[config.mk]
export PLATFORM = sky130hd
export DESIGN_NAME = soc_axi_sram_master
export DESIGN_NICKNAME = d
export VERILOG_FILES = /design/src/rtl/soc_axi_sram_master.sv
export SDC_FILE = /design/constraint.sdc
export NUM_CORES = 1
export LEC_CHECK = 0
export ABC_AREA = 1
export CORE_AREA = 2 2 121 123
export CTS_CLUSTER_SIZE = 20
export DETAILED_ROUTE_END_ITERATION = 10
export DIE_AREA = 0 0 123 125
export GPL_TIMING_DRIVEN = 0
export PLACE_DENSITY = 0.68
export SYNTH_ARGS = -nofsm -noshare
export SYNTH_HDL_FRONTEND = slang
export SYNTH_SLANG_ARGS = --single-unit
[constraint.sdc]
create_clock -name clk -period 8.7 [get_ports clk]
set_input_delay 1.74 -clock clk [delete_from_list [all_inputs] [get_ports clk]]
set_output_delay 1.74 -clock clk [all_outputs]
set_load 0.01 [all_outputs]
[src/rtl/soc_axi_sram_master.sv]
// AXI4 initiator: turns one request plus a write/read beat stream into a single
// AXI4 burst, with per-transaction completion status.
module soc_axi_sram_master #(
  parameter logic [3:0] AXI_ID = 4'h0
) (
  input  logic        clk,
  input  logic        reset,
  input  logic        req_valid,
  output logic        req_ready,
  input  logic        req_write,
  input  logic [31:0] req_addr,
  input  logic [7:0]  req_len,
  input  logic [1:0]  req_burst,
  input  logic [31:0] wr_data,
  input  logic [3:0]  wr_strb,
  input  logic        wr_valid,
  output logic        wr_ready,
  output logic [31:0] rd_data,
  output logic        rd_last,
  output logic        rd_valid,
  input  logic        rd_ready,
  output logic        done,
  output logic [1:0]  done_resp,
  output logic [3:0]  axi_m_awid,
  output logic [31:0] axi_m_awaddr,
  output logic [7:0]  axi_m_awlen,
  output logic [2:0]  axi_m_awsize,
  output logic [1:0]  axi_m_awburst,
  output logic [0:0]  axi_m_awuser,
  output logic        axi_m_awvalid,
  input  logic        axi_m_awready,
  output logic [31:0] axi_m_wdata,
  output logic [3:0]  axi_m_wstrb,
  output logic        axi_m_wlast,
  output logic        axi_m_wvalid,
  input  logic        axi_m_wready,
  input  logic [3:0]  axi_m_bid,
  input  logic [1:0]  axi_m_bresp,
  input  logic        axi_m_bvalid,
  output logic        axi_m_bready,
  output logic [3:0]  axi_m_arid,
  output logic [31:0] axi_m_araddr,
  output logic [7:0]  axi_m_arlen,
  output logic [2:0]  axi_m_arsize,
  output logic [1:0]  axi_m_arburst,
  output logic [0:0]  axi_m_aruser,
  output logic        axi_m_arvalid,
  input  logic        axi_m_arready,
  input  logic [3:0]  axi_m_rid,
  input  logic [31:0] axi_m_rdata,
  input  logic [1:0]  axi_m_rresp,
  input  logic        axi_m_rlast,
  input  logic        axi_m_rvalid,
  output logic        axi_m_rready
);

  typedef enum logic [2:0] {IDLE, AW, W, B, AR, R} state_t;

  state_t      state, state_nxt;
  logic        aw_valid_r, ar_valid_r, done_r;
  logic [1:0]  done_resp_r, resp_r, resp_rd_nxt;
  logic [7:0]  beat_cnt, len_r;
  logic [31:0] addr_r;
  logic [1:0]  burst_r;
  logic        at_last, w_hs, r_hs;
  logic        unused_ids;

  // Counter saturates so a 256-beat burst ends at 255 instead of wrapping.
  function automatic logic [7:0] sat_inc(input logic [7:0] v);
    return (v == 8'hFF) ? v : v + 8'd1;
  endfunction

  assign at_last    = (beat_cnt == len_r);
  assign w_hs       = axi_m_wvalid & axi_m_wready;
  assign r_hs       = rd_valid & rd_ready;
  assign unused_ids = ^{axi_m_bid, axi_m_rid};

  always_comb begin
    state_nxt    = state;
    req_ready    = 1'b0;
    wr_ready     = 1'b0;
    axi_m_wvalid = 1'b0;
    axi_m_bready = 1'b0;
    axi_m_rready = 1'b0;
    rd_valid     = 1'b0;
    case (state)
      IDLE: begin
        req_ready = 1'b1;
        if (req_valid) state_nxt = req_write ? AW : AR;
      end
      AW: if (axi_m_awready) state_nxt = W;
      W: begin
        axi_m_wvalid = wr_valid;
        wr_ready     = axi_m_wready;
        if (wr_valid && axi_m_wready && at_last) state_nxt = B;
      end
      B: begin
        axi_m_bready = 1'b1;
        if (axi_m_bvalid) state_nxt = IDLE;
      end
      AR: if (axi_m_arready) state_nxt = R;
      R: begin
        rd_valid     = axi_m_rvalid;
        axi_m_rready = rd_ready;
        if (axi_m_rvalid && rd_ready && axi_m_rlast) state_nxt = IDLE;
      end
      default: state_nxt = IDLE;
    endcase
  end

  // Worst response wins; an rlast that disagrees with the requested length is a slave error.
  always_comb begin
    resp_rd_nxt = (axi_m_rresp > resp_r) ? axi_m_rresp : resp_r;
    if (axi_m_rlast != at_last) resp_rd_nxt = 2'b10;
  end

  always_ff @(posedge clk or posedge reset) begin
    if (reset) begin
      state       <= IDLE;
      aw_valid_r  <= 1'b0;
      ar_valid_r  <= 1'b0;
      beat_cnt    <= 8'd0;
      resp_r      <= 2'b00;
      done_r      <= 1'b0;
      done_resp_r <= 2'b00;
    end else begin
      state  <= state_nxt;
      done_r <= 1'b0;
      case (state)
        IDLE: if (req_valid) begin
          aw_valid_r <= req_write;
          ar_valid_r <= ~req_write;
          beat_cnt   <= 8'd0;
          resp_r     <= 2'b00;
        end
        AW: if (axi_m_awready) aw_valid_r <= 1'b0;
        W:  if (w_hs) beat_cnt <= sat_inc(beat_cnt);
        B: if (axi_m_bvalid) begin
          resp_r      <= axi_m_bresp;
          done_r      <= 1'b1;
          done_resp_r <= axi_m_bresp;
        end
        AR: if (axi_m_arready) ar_valid_r <= 1'b0;
        R: if (r_hs) begin
          beat_cnt <= sat_inc(beat_cnt);
          resp_r   <= resp_rd_nxt;
          if (axi_m_rlast) begin
            done_r      <= 1'b1;
            done_resp_r <= resp_rd_nxt;
          end
        end
        default: ;
      endcase
    end
  end

  // Request fields are plain data; they are only meaningful once a request is latched.
  always_ff @(posedge clk) begin
    if (state == IDLE && req_valid) begin
      addr_r  <= req_addr;
      len_r   <= req_len;
      burst_r <= req_burst;
    end
  end

  assign axi_m_awid    = AXI_ID;
  assign axi_m_awaddr  = addr_r;
  assign axi_m_awlen   = len_r;
  assign axi_m_awsize  = 3'b010;
  assign axi_m_awburst = burst_r;
  assign axi_m_awuser  = 1'b0;
  assign axi_m_awvalid = aw_valid_r;
  assign axi_m_wdata   = wr_data;
  assign axi_m_wstrb   = wr_strb;
  assign axi_m_wlast   = (state == W) && at_last;
  assign axi_m_arid    = AXI_ID;
  assign axi_m_araddr  = addr_r;
  assign axi_m_arlen   = len_r;
  assign axi_m_arsize  = 3'b010;
  assign axi_m_arburst = burst_r;
  assign axi_m_aruser  = 1'b0;
  assign axi_m_arvalid = ar_valid_r;
  assign rd_data       = axi_m_rdata;
  assign rd_last       = axi_m_rlast;
  assign done          = done_r;
  assign done_resp     = done_resp_r;

endmodule
==> flow_metrics.tcl <==
set metrics [dict create \
    cts_setup_buffers 0 \
    relSlewSlack_pct 49.9 \
    synth_top_cell_area_share_pct 35.0 \
    hold_violations 0 \
    root_buffer "clkbuf_16" \
    fin_crit_sh_pct 54.0 \
    yosys_warnings 0 \
    ys_seq_area_share_pct 47.5 \
    synth-xor-area-share_pct 1.22 \
    cts_max_path_buffers 2 \
    yosysMostFrequentCell "buf_4" \
    cts_buffers 9 \
    synth_mux_area_share_pct 0 \
    layout-drive-gt1-share_pct 27.8 \
    maxCapViolCount 0 \
    p_per_area_nw_per_um2 221 \
    slowest_stage "clkdlybuf4s50_1" \
    nets 755 \
    cts_resized 0 \
    ys_types 31 \
    setup_tns_ns 0 \
    utilization_pct 45.3 \
    crit_chain "clkdlybuf4s50_1 -> inv_1 -> nor2_1 -> clkdlybuf4s50_1" \
    antenna_found_initial 0 \
    cp.arrival_ns 2.96 \
    dp_hpwl_um 8860 \
    grt_max_degree 24 \
    synth_compound_area_share_pct 5.80 \
    start_kind "primary input" \
    vias 3124 \
    grt_overflow 0 \
    synth_seq_cells 60 \
    die_w_um 123 \
    areaGrowthSynthToFinish_pct 78.8 \
    clk_pin_slew_ns 0.05 \
    grt_pass1_vias 3118 \
    grt_first_pass_wirelength_um 15800 \
    insertion_delay_ns 0.32 \
    cp-end-kind "output pin" \
    first_iter_violations 97 \
    leakage_nw 2.80 \
    slew_viol_final 0 \
    gr-usage-all-layers_pct 13.3 \
    synthArstFlopShare_pct 30.0 \
    syn_area_per_cell_um2 9.76 \
    ant_nets 0 \
    status "finished, final reports clean" \
    path_class "primary input to output pin" \
    ios 315 \
    avgRoutedWirePerCell_um 13.2 \
    min_path_type "flip-flop to flip-flop" \
    gp_congestion 0.809 \
    cpMostUsedCell "clkdlybuf4s50_1" \
    wl_um 10600 \
    fmax_mhz 213 \
    rows 44 \
    critPathMaxFanout 2 \
    critPathTopFamily "buffers and inverters" \
    synth_top_family_by_area "buffers and inverters" \
    io_buffer_count 222 \
    hold_buffers 0 \
    drt_drc_violations_left 0 \
    rsz0062_at_grt "no" \
    fin_skew_ns 0.00993 \
    cts_tree "built" \
    synthTopCellsByCount "127 x buf_4, 43 x nand2_1, 42 x edfxtp_1" \
    avgViaCountPerCell 3.88 \
    path_buf_inv 3 \
    start_util_pct 25.4 \
    synth_top_flop_cell "edfxtp_1" \
    finalSetupViolCount 0 \
    max_slew.worst_pin.slew_ns 0.749 \
    die_area_um2 15400 \
    yosys.area_share.simple_pct 12.6 \
    synth_enable_flop_cells 42 \
    netlist_top_cells_area "edfxtp_1 35%, buf_4 26%, dfrtp_1 13%" \
    core_um2 14200 \
    cts.sinks 60 \
    slowest_delay_ns 0.56 \
    die_h_um 125 \
    htreeDepth 3 \
    synth_top_area_cell "edfxtp_1" \
    antenna_cells 0 \
    drtPass1Iterations 4 \
    syn_area_um2 3600 \
    synth_cells 369 \
    synthAdderAreaFrac_pct 1.39 \
    period_needed_ns 4.70 \
    worstPathRequired_ns 6.96 \
    ir_drop_mv 0.106 \
]
## layout by cell type, fill, tap and decap left out, drive strengths merged, types with 2 or more instances in the layout
| cell | Yosys | final |
|---|---|---|
| nor2 | 30 | 30 |
| clkinv | 1 | 3 |
| ha | 4 | 4 |
| conb | 2 | 16 |
| nand4 | 2 | 2 |
| clkbuf | 0 | 13 |
| inv | 40 | 41 |
| a31oi | 2 | 2 |
| clkdlybuf4s50 | 0 | 222 |
| dfrtp | 18 | 18 |
| nand2 | 51 | 51 |
| a21oi | 10 | 10 |
| edfxtp | 42 | 42 |
| nand3 | 11 | 11 |
| xnor2 | 4 | 4 |
| o21a | 3 | 3 |
| o21ai | 18 | 18 |
| buf | 128 | 129 |
## power breakdown
| group | switching, W | internal (W) |
|---|---|---|
| logic | 0.000292 | 0.000346 |
| registers | 0.0000478 | 0.000386 |
| clock network | 0.000124 | 0.000227 |
| total | 0.000463 | 0.000959 |
## sequential cells by signal (all words and copies together), names as in the netlist
name,count
axi_m_araddr,32
axi_m_arlen,8
beat_cnt,8
state,3
axi_m_arburst,2
done_resp,2
resp_r,2
axi_m_arvalid,1
axi_m_awvalid,1
done,1
## kinds of logic after synthesis
logic type | after synthesis
buffers and inverters | 169
AOI/OAI and AO/OA | 35
DFF | 60
other | 2
adders and majority gates | 4
xor gates and xnor gates | 5
and+or+nand+nor | 94
## layer usage
metal | up-vias | share of wire, % | GRT usage, % | routed length (um)
met1 | 1429 | 35 | 13.8 | 3690
met4 | 0 | 1.5 | 3.94 | 159
met3 | 12 | 8.3 | 3.60 | 880
met2 | 153 | 55 | 25.5 | 5880
li1 | 1530 | - | - | -
met5 | - | 0 | 0 | 0
## per-stage QoR
stage | instances | hold WS, ns | worst slack (ns) | total power, W | cell area, um^2
after floorplan | 383 | 0.494 | 4.63 | 0.000779 | 3650
after CTS | 806 | 0.523 | 3.99 | 0.00144 | 6440
after global placement | 789 | 0.494 | 3.13 | 0.00106 | 6110
after global routing | 806 | 0.547 | 3.95 | 0.00152 | 6440
after detailed placement | 790 | 0.497 | 4.01 | 0.00108 | 6140
final | 806 | 0.523 | 4.00 | 0.00142 | 6440
## worst paths after layout
check	start	endpoint	slack, ns	cells after the start
worst min-delay path	axi_m_arvalid$_DFFE_PP0P_	axi_m_arvalid$_DFFE_PP0P_	0.52	1
max in group asynchronous	reset	beat_cnt[2]$_DFFE_PP0P_	6.37	2
worst min register to register	axi_m_arvalid$_DFFE_PP0P_	axi_m_arvalid$_DFFE_PP0P_	0.52	1
worst max register to register	state[0]$_DFFE_PP0P_	axi_m_arvalid$_DFFE_PP0P_	6.72	6
min in group asynchronous	reset	beat_cnt[1]$_DFFE_PP0P_	1.85	2
worst max-delay path	axi_m_rvalid	rd_valid	4.00	4
## layout make-up
cell class,count,area (um^2)
well taps,184,230
plain buffers,128,965
repair buffers,223,2250
inverters,41,161
flip-flops and latches,60,1710
clock buffers,13,283
clock inverters,3,16.3
multi-input cells,154,823
fillers,1349,7760
No activity file was read; power rests on OpenSTA's default activity.
